File: config.mk
export PLATFORM = sky130hd
export DESIGN_NAME = vx_flush_unit
export DESIGN_NICKNAME = d
export VERILOG_FILES = /design/src/rtl/vx_flush_unit.sv
export SDC_FILE = /design/constraint.sdc
export NUM_CORES = 1
export LEC_CHECK = 0
export ABC_AREA = 0
export BUFFER_PORTS_ARGS = -buffer_cell sky130_fd_sc_hd__buf_2
export CORE_MARGIN = 8
export CORE_UTILIZATION = 41
export DETAILED_ROUTE_END_ITERATION = 6
export PLACE_DENSITY = 0.87
export SLEW_MARGIN = 20
export SYNTH_ARGS = -nofsm -noshare
export SYNTH_HDL_FRONTEND = slang
export SYNTH_SLANG_ARGS = --single-unit
File: constraint.sdc
create_clock -name clk -period 1.2 [get_ports clk]
set_clock_uncertainty 0.05 [all_clocks]
set_input_delay 0.06 -clock clk [delete_from_list [all_inputs] [get_ports clk]]
set_output_delay 0.06 -clock clk [all_outputs]
set_load 0.03 [all_outputs]
File: src/rtl/vx_flush_unit.sv
// Per-bank cache flush engine: walks every line of the tag/data store and
// writes each valid+dirty line to DRAM with its dirty-byte mask, clearing
// dirty state after each accepted write and optionally invalidating lines.
module vx_flush_unit #(
    parameter int CACHE_SIZE     = 0,
    parameter int BANK_LINE_SIZE = 0,
    parameter int NUM_BANKS      = 0,
    parameter int WORD_SIZE      = 0,
    parameter int BANK_ID        = 0,
    // Guarded derivations so zero defaults still elaborate to legal widths
    localparam int BLS              = (BANK_LINE_SIZE > 0) ? BANK_LINE_SIZE : 1,
    localparam int NB               = (NUM_BANKS > 0) ? NUM_BANKS : 1,
    localparam int WS               = (WORD_SIZE > 0 && WORD_SIZE <= BLS) ? WORD_SIZE : BLS,
    localparam int LINES_RAW        = CACHE_SIZE / (BLS * NB),
    localparam int LINES            = (LINES_RAW > 0) ? LINES_RAW : 1,
    localparam int LINE_SELECT_BITS = (LINES > 1) ? $clog2(LINES) : 1,
    localparam int BANK_BITS        = $clog2(NB),
    localparam int OFFSET_BITS      = $clog2(WS) + $clog2(BLS / WS),
    localparam int TAG_SELECT_BITS  = 32 - OFFSET_BITS - LINE_SELECT_BITS - BANK_BITS,
    localparam int BANK_LINE_WIDTH  = 8 * BLS,
    localparam int DRAM_ADDR_WIDTH  = TAG_SELECT_BITS + LINE_SELECT_BITS + BANK_BITS
) (
    input  logic                        clk,
    input  logic                        reset,
    input  logic                        flush_req,
    input  logic                        flush_invalidate,
    output logic                        flush_busy,
    output logic                        flush_done,
    output logic [LINE_SELECT_BITS-1:0] ts_read_addr,
    input  logic                        ts_read_valid,
    input  logic                        ts_read_dirty,
    input  logic [BLS-1:0]              ts_read_dirtyb,
    input  logic [TAG_SELECT_BITS-1:0]  ts_read_tag,
    input  logic [BANK_LINE_WIDTH-1:0]  ts_read_data,
    output logic [LINE_SELECT_BITS-1:0] ts_write_addr,
    output logic                        ts_fill_sent,
    output logic                        ts_invalidate,
    output logic                        dram_req_valid,
    input  logic                        dram_req_ready,
    output logic                        dram_req_rw,
    output logic [DRAM_ADDR_WIDTH-1:0]  dram_req_addr,
    output logic [BLS-1:0]              dram_req_byteen,
    output logic [BANK_LINE_WIDTH-1:0]  dram_req_data
);

    typedef enum logic [2:0] {
        S_IDLE,
        S_SCAN,
        S_SEND,
        S_CLEAR,
        S_DONE
    } state_t;

    localparam logic [LINE_SELECT_BITS-1:0] LAST_IDX = LINE_SELECT_BITS'(LINES - 1);

    state_t                        state, state_n;
    logic [LINE_SELECT_BITS-1:0]   idx, idx_n;
    logic                          inval_r, inval_n;
    logic                          load;
    logic [TAG_SELECT_BITS-1:0]    tag_r;
    logic [BANK_LINE_WIDTH-1:0]    data_r;
    logic [BLS-1:0]                byteen_r;
    logic                          last;

    assign last = (idx == LAST_IDX);

    // State, line counter, invalidate latch and held DRAM payload
    always_ff @(posedge clk) begin
        if (reset) begin
            state    <= S_IDLE;
            idx      <= '0;
            inval_r  <= 1'b0;
            tag_r    <= '0;
            data_r   <= '0;
            byteen_r <= '0;
        end else begin
            state   <= state_n;
            idx     <= idx_n;
            inval_r <= inval_n;
            if (load) begin
                tag_r    <= ts_read_tag;
                data_r   <= ts_read_data;
                byteen_r <= ts_read_dirtyb;
            end
        end
    end

    // Next-state, counter advance and store-control outputs
    always_comb begin
        state_n       = state;
        idx_n         = idx;
        inval_n       = inval_r;
        load          = 1'b0;
        ts_fill_sent  = 1'b0;
        ts_invalidate = 1'b0;
        unique case (state)
            S_IDLE: begin
                if (flush_req) begin
                    inval_n = flush_invalidate;
                    idx_n   = '0;
                    state_n = S_SCAN;
                end
            end
            S_SCAN: begin
                if (ts_read_valid && ts_read_dirty) begin
                    load    = 1'b1;
                    state_n = S_SEND;
                end else begin
                    ts_invalidate = inval_r && ts_read_valid;
                    if (last) state_n = S_DONE;
                    else      idx_n   = idx + 1'b1;
                end
            end
            S_SEND: begin
                if (dram_req_ready) state_n = S_CLEAR;
            end
            S_CLEAR: begin
                ts_fill_sent  = 1'b1;
                ts_invalidate = inval_r;
                if (last) begin
                    state_n = S_DONE;
                end else begin
                    idx_n   = idx + 1'b1;
                    state_n = S_SCAN;
                end
            end
            S_DONE: begin
                state_n = S_IDLE;
            end
            default: begin
                state_n = S_IDLE;
            end
        endcase
    end

    assign flush_busy      = (state != S_IDLE);
    assign flush_done      = (state == S_DONE);
    assign dram_req_valid  = (state == S_SEND);
    assign dram_req_rw     = 1'b1;
    assign ts_read_addr    = idx;
    assign ts_write_addr   = idx;
    assign dram_req_byteen = byteen_r;
    assign dram_req_data   = data_r;

    // Bank field is appended only when there is more than one bank
    if (BANK_BITS > 0) begin : g_bank_addr
        localparam logic [BANK_BITS-1:0] BANK_FIELD = BANK_BITS'(BANK_ID);
        assign dram_req_addr = {tag_r, idx, BANK_FIELD};
    end else begin : g_single_bank_addr
        assign dram_req_addr = {tag_r, idx};
    end

endmodule
=== Word-level counts from Yosys, hierarchy flattened ===
Cells that the tools add are included.

* Flip-flop bits (word level): 45
* Input bits: 47
* Output and inout port bits: 49
* Logic and storage cells: 38

* Add/subtract/negate cells: 1
* Eq/ne operators: 8
* Muxes and demuxes: 15
* Reductions and logical operators: 8

{| class="wikitable"
|+ Operators with widths
! operator !! count
|-
| 2-to-1 mux 3 bit || 5
|-
| case mux 3 bit (4 select lines) || 1
|-
| 2-to-1 mux 1 bit || 7
|-
| equality test 3 x 2 -> 1 bit, second input constant || 2
|-
| AND reduction 3 bit || 2
|-
| nonzero test 3 bit || 2
|-
| != test 2 bit, second input constant || 2
|-
| equality test 3 x 1 -> 1 bit, second input constant || 1
|-
| equality test 3 bit, second input constant || 1
|-
| logical NOT 3 bit || 1
|-
| != test 3 bit, second input constant || 1
|-
| case mux 1 bit (3 select lines) || 1
|-
| logical AND 1 bit || 2
|-
| != test 2 x 1 -> 1 bit, second input constant || 1
|-
| case mux 1 bit (2 select lines) || 1
|-
| AND reduction 2 bit || 1
|-
| adder 1 bit, second input constant || 1
|}

=== Logic depth before layout (Yosys ltp) ===
Gate-level depths: netlist of the first run.

* Depth in word-level cells: 4
* Depth in mapped cells: 4
* Mapped depth without buffers: 3

=== Worst setup path after synthesis of the first run ===
Ideal clock, no wire load.

* Path type: register to register
* Start point: reg state[1]
* End point: reg state[1]
* Setup time: 0.061 ns
* Arrival time: 1.456 ns
* Required time: 1.089 ns
* Slack: -0.367 ns
* Cell stages (with the launch flop): 5
* Path buffers: 1
* Period minus slack after synthesis: 1.567 ns
* Cell sequence: dfxtp_1 buf_2 inv_1 nor3_1 o21ba_1

* Word-level cells in the longest chain between the ends: 3
* Elaborated cells between the ends (all ways): 9
* Those cells by class: eq/ne: 6; mux: 1; reduce/logical: 2

{| class="wikitable"
|+ Ends and longest elaborated chain
! item !! line !! source
|-
| start: declaration || 56 || <nowiki>state_t state, state_n;</nowiki>
|-
| start signal: assignment || 77 || <nowiki>state <= state_n;</nowiki>
|-
| equality test 3 x 2 -> 1 bit * || - ||
|-
| via dram_req_valid || 38 || <nowiki>output logic dram_req_valid,</nowiki>
|-
| != test 2 x 1 -> 1 bit (no line) || - ||
|-
| AND reduction 3 bit (no line) || - ||
|}

The timed path passes the listed nets; every way through them passes the cells marked *.
A chain may end at the register's enable or synchronous reset.

=== Worst setup path after layout of the first run ===
* Start point: reg state[1]
* End point: out flush_busy

* Word-level cells in the longest chain between the ends: 1

{| class="wikitable"
|+ Ends and longest elaborated chain
! item !! line !! source
|-
| nonzero test 3 bit || 136 || <nowiki>assign flush_busy = (state != S_IDLE);</nowiki>
|-
| end: declaration || 27 || <nowiki>output logic flush_busy,</nowiki>
|}

No other way between the ends.

==> qor.txt, run 1 <==
Synth area leader -> dfxtp_1
FF-to-FF setup slack -> -0.12 ns
Worst Path Arrival -> 1.25 ns
Avg WL per Cell -> 14.6 um
Pin count of the biggest net entering global routing -> 45
Mapped Cells -> 202
Max Clk Rate -> 738 MHz
Share of layout cells above drive strength 1 -> 0.353
Final Util -> 0.692
Fin Setup TNS -> -3.35 ns
Chip height -> 86.4 um
VDD IR max -> 0.711 mV
H-tree depth -> 2
Routed Antenna Nets -> 0
EDFF count, synth -> 0
Global route overflow -> 0
Hold endpoint -> state[0]$_SDFFE_PP0P_
Initial antenna violation count -> 0
Synth async-reset ratio -> 0
Dominant cell by count in the synthesized netlist -> nand2b_1
Tightest Hold Check Type -> input pin to register
All-layer global routing usage -> 0.159
CP max stage delay -> 0.37 ns
Top post-synthesis cells by count -> 81 x nand2b_1, 44 x dfxtp_1, 42 x mux2i_1, 9 x clkbuf_1
Vias in the first global route -> 1980
Critical path's top delay family -> flip-flops
HP Start -> dram_req_ready
Share of the synthesized area in the top cell type -> 0.434
Clk_lat worst skew -> 0.29 ns
RR Startpoint -> state[2]$_SDFFE_PP0P_
Largest family of logic cells by synthesized area -> simple AND/OR/NAND/NOR gates
Final period util -> 1.13
Reg clk slew, reported paths -> 0.08 ns
R2r worst-path depth -> 5
Post-synthesis xor/xnor area fraction -> 0
CTS tree -> built
CTS sink cnt -> 44
Final total power -> 3.19 mW
Most used cell along the critical path -> buf_6
Slew Limit Fails -> 0
CP Data Required Time -> 1.09 ns
Setup ws final -> -0.155 ns
Root Buffer -> clkbuf_8
Die ar. -> 7460 um^2
Die width -> 86.4 um
CP Capture Type -> output pin
Layout Nets -> 389
Min Tclk post-route -> 1.36 ns
Compound-cell area share of the yosys netlist -> 0.0117
Final setup vio count -> 46
1st-iter DRT viols -> 87
Distinct cells, synth -> 20
Residual DRC -> 0
Post-synthesis simple-gate area fraction -> 0.284
RR Endpoint -> tag_r[21]$_SDFFE_PP0P_
Initial core utilization -> 0.427
Area Overhead vs Synth -> 62.1%
Leak -> 1.44 nW
#FFs+latches synth -> 44
Synth warnings -> 0
WHS Path Cells -> 3
Post-Route WL -> 5.97 mm
CTS max path bufs -> 2
Mux contribution to synthesized area -> 0.207
Dpl cell area -> 2560 um^2
Commonest register cell after synthesis -> dfxtp_1
Core Rows -> 25
Mapped Avg Cell Area -> 10.0 um^2
PwrDens -> 970 nW/um^2
Violated checks -> setup timing
Vias/cell -> 4.50
Synth Area in Adders -> 0
Crit-path max FO -> 4
Buf+Inv Stages, Crit Path -> 2
WS Path Type -> register to output pin
Max Cap Viol -> 0
Dpl hpwl -> 3.55 mm
Via count -> 1847
First-pass GRT wire length -> 9.54 mm
Run status -> finished with violations
ANT cells -> 0
Final Wtd Congestion -> 0.721
Register area share after synthesis -> 0.434
Unrepaired setup endpoints after global routing -> true
CTS buffer count -> 5
Core footprint -> 4750 um^2
Startpoint types -> register
1st-pass router iterations -> 4
Fin. Hold Viols -> 0
Cell area after synthesis -> 2030 um^2
IO Count -> 96
Critical path's slowest cell -> dfxtp_4
Fin area -> 3290 um^2
IO buf count -> 91
Synth top area cells -> dfxtp_1 43%, nand2b_1 25%, mux2i_1 21%
Critical-path cell list -> buf_6 -> or3_1 -> buf_6
==> report_power, final <==
group / leakage, nW / internal [mW] / switching [mW]
clock network: 0.0552 / 0.618 / 0.500
logic: 1.03 / 0.312 / 0.247
registers: 0.358 / 1.49 / 0.0226
==> cell families (layout without fill, tap and decap cells) <==
| logic type | after synthesis | in the layout |
|---|---|---|
| and+or+nand+nor | 91 | 91 |
| DFF | 44 | 44 |
| muxes | 42 | 42 |
| buffers and inverters | 20 | 159 |
| AOI/OAI and AO/OA | 3 | 3 |
| other | 2 | 4 |
==> flip-flops by register name, summed over array words and instances (netlist names) <==
name / count
dram_req_data: 8
tag_r: 31
inval_r: 1
state: 3
dram_req_byteen: 1
==> tightest hold or removal path: cells and delay by family <==
kind	cells	cell delay [ns]
buf+inv	1	0.10
mux	1	0.12
simple gates	1	0.05
==> cells in the final DEF, fill, tap and decap left out, types with 2 or more instances in the layout <==
cell,count
buf_2,86
nand2b_1,80
dlygate4sd3_1,44
mux2i_1,42
dfxtp_1,41
buf_6,7
buf_4,6
clkbuf_8,5
conb_1,4
buf_16,3
inv_1,2
nor3b_2,2
buf_12,2
dfxtp_4,2
==> how the worst max path moves through the flow <==
stage | from | end | cells after the start
3_3_place_gp | state[0]$_SDFFE_PP0P_ | tag_r[14]$_SDFFE_PP0P_ | 4
2_1_floorplan | state[1]$_SDFFE_PP0P_ | state[1]$_SDFFE_PP0P_ | 4
4_1_cts | state[2]$_SDFFE_PP0P_ | ts_invalidate | 4
6_report | state[1]$_SDFFE_PP0P_ | flush_busy | 3
5_1_grt | state[2]$_SDFFE_PP0P_ | ts_invalidate | 4
3_5_place_dp | state[0]$_SDFFE_PP0P_ | tag_r[18]$_SDFFE_PP0P_ | 4
==> layout make-up <==
cell class / instances / area, um^2
sequential: 44 / 890
inverter: 2 / 7.51
fill: 356 / 1460
clock inverter: 2 / 35.0
clock buffer: 6 / 72.6
tap: 67 / 83.8
timing repair buffer: 149 / 1140
multi-input combinational: 140 / 1060
==> layer usage <==
layer,global-route usage,routed length (um)
met1,0.164,2400
met2,0.292,3050
met3,0.0558,416
met4,0.0469,93
met5,0,0
==> timing repair <==
item                                    4_1_cts  5_1_grt
hold buffers                                 44        0
pin swaps                                     2        1
hold endpoints to repair                     42        0
endpoints found under the setup margin       45       48
setup buffers                                 2        0
cloned                                        3        1
gates resized for setup                      20        2
==> through the flow <==
step	cells	setup WS [ns]	hold slack (ns)
4_1_cts	409	-0.176	0.0200
5_1_grt	410	-0.204	0.0391
6_report	410	-0.155	0.0247
3_5_place_dp	352	-0.140	0.247
2_1_floorplan	204	-0.0182	0.117
3_3_place_gp	352	-0.0583	0.243
(Power assumes the default switching activity.)
==> inputs of run 2 (changes only) <==
- CORE_MARGIN: 8 -> unset
==> run 2 against run 1 <==
Against the previous run:
- the flow still finishes with violations (setup timing)
- final area grew 1.2%
- die area shrank 30%
- register-to-register slack lost 0.06 ns
- sequential cell count is the same
- combinational power grew 2%
- core utilization grew 0.82 points
- via count shrank 1.2%
- routed wire length shrank 13%
- first-iteration DRC count shrank 2.3%
- clock power grew 8%
- critical path depth is the same
- power grew 3.2%
- largest cell class unchanged
==> qor.txt, run 2 (synthesis results as in run 1) <==
HP Start -> ts_read_tag[1]
Area Overhead vs Synth -> 64.1%
Root Buffer -> clkbuf_8
Clk_lat worst skew -> 0.28 ns
Min Tclk post-route -> 1.39 ns
Worst Path Arrival -> 1.28 ns
CTS buffer count -> 5
R2r worst-path depth -> 5
Vias in the first global route -> 1739
Post-Route WL -> 5.19 mm
CTS max path bufs -> 2
Final Wtd Congestion -> 0.750
Violated checks -> setup timing
Core footprint -> 4750 um^2
DP Cell Count -> 352
First-pass GRT wire length -> 7.85 mm
Residual DRC -> 0
WS Path Type -> register to output pin
Unrepaired setup endpoints after global routing -> true
PwrDens -> 989 nW/um^2
Setup ws final -> -0.191 ns
Reg clk slew, reported paths -> 0.08 ns
Dpl ws -> -0.0714 ns
RR Endpoint -> dram_req_data[7]$_SDFFE_PP0P_
Via count -> 1824
Initial antenna violation count -> 0
Post-route insts no fill -> 412
Vias/cell -> 4.43
1st-pass router iterations -> 4
ANT cells -> 0
FF-to-FF setup slack -> -0.18 ns
RR Startpoint -> state[2]$_SDFFE_PP0P_
1st-iter DRT viols -> 85
Dpl hpwl -> 2.80 mm
Pin count of the biggest net entering global routing -> 85
Share of layout cells above drive strength 1 -> 0.377
WHS Path Cells -> 3
Final setup vio count -> 47
Leak -> 1.45 nW
Run status -> finished with violations
CTS tree -> built
Initial core utilization -> 0.427
Final period util -> 1.16
Fin. Hold Viols -> 0
Largest register FFs -> 31
Slew Limit Fails -> 0
Hold endpoint -> tag_r[1]$_SDFFE_PP0P_
H-tree depth -> 2
Fin area -> 3330 um^2
IO Count -> 96
VDD IR max -> 0.647 mV
CP Capture Type -> output pin
Layout Nets -> 391
Tightest Hold Check Type -> input pin to register
All-layer global routing usage -> 0.197
Max Cap Viol -> 0
Final Util -> 0.700
Fin Setup TNS -> -6.24 ns
CTS sink cnt -> 44
Most frequent cells in the layout -> 86 x buf_2, 80 x nand2b_1, 42 x dlygate4sd3_1
Core Rows -> 25
Register with the most flip-flops -> tag_r
Routed Antenna Nets -> 0
Global route overflow -> 0
Commonest non-fill, non-tap cell in the layout -> buf_2
CP Data Required Time -> 1.09 ns
Avg WL per Cell -> 12.6 um
Max Clk Rate -> 719 MHz
Die width -> 72.4 um
Crit-path max FO -> 4
Chip height -> 72.4 um
Startpoint types -> register
Die ar. -> 5240 um^2
Dpl cell area -> 2560 um^2
IO buf count -> 91
==> run 2: changes by cell type in the layout (fill, tap and decap cells not counted), moves of 2 or more <==
cell	delta
buf_4	+3
buf_8	+2
clkbuf_8	+2
dlygate4sd3_1	-2
==> run 2: layer usage <==
layer  GRT usage  vias up  wire [um]
li1            -      926          -
met1       0.220      830       2100
met2       0.358       60       2750
met3      0.0569        8        274
met4      0.0654        0         66
met5           0        -          0
==> run 2: report_power, final <==
part / internal, mW / switching, mW / total (mW)
combinational: 0.321 / 0.250 / 0.571
sequential: 1.49 / 0.0217 / 1.51
clock: 0.734 / 0.474 / 1.21
==> run 2: worst max-delay path: stages (launching register included) <==
cell,delay (ns)
dfxtp_4,0.37
buf_6,0.12
or3_4,0.36
buf_6,0.15
==> run 2: how the worst max path moves through the flow <==
| stage | to | start | cells after the start |
|---|---|---|---|
| global route | tag_r[21]$_SDFFE_PP0P_ | state[2]$_SDFFE_PP0P_ | 5 |
| finish | flush_busy | state[0]$_SDFFE_PP0P_ | 3 |
| detailed placement | tag_r[5]$_SDFFE_PP0P_ | state[2]$_SDFFE_PP0P_ | 4 |
| CTS | flush_busy | state[0]$_SDFFE_PP0P_ | 3 |
| global placement | tag_r[30]$_SDFFE_PP0P_ | state[2]$_SDFFE_PP0P_ | 4 |
| floorplan | state[1]$_SDFFE_PP0P_ | state[1]$_SDFFE_PP0P_ | 4 |
==> run 2: stage by stage <==
stage	hold WS, ns	total power [mW]
2_1_floorplan	0.117	1.82
3_3_place_gp	0.249	1.94
3_5_place_dp	0.250	1.95
4_1_cts	0.00147	3.34
5_1_grt	0.00569	3.46
6_report	0.00598	3.29
==> run 2: cell type report <==
cell class | count | area (um^2)
clock buffer | 7 | 96.3
clock inverter | 1 | 30.0
fill | 367 | 1430
inverter | 2 | 7.51
multi-input combinational | 140 | 1080
sequential | 44 | 890
tap | 67 | 83.8
timing repair buffer | 151 | 1140
==> run 2: what timing repair did <==
item	in CTS	in global routing
endpoints found under the setup margin	45	47
hold endpoints to repair	41	0
buffers inserted	5	6
gates cloned	3	0
pin swaps	2	4
hold buffers	42	0
resized for setup	28	8
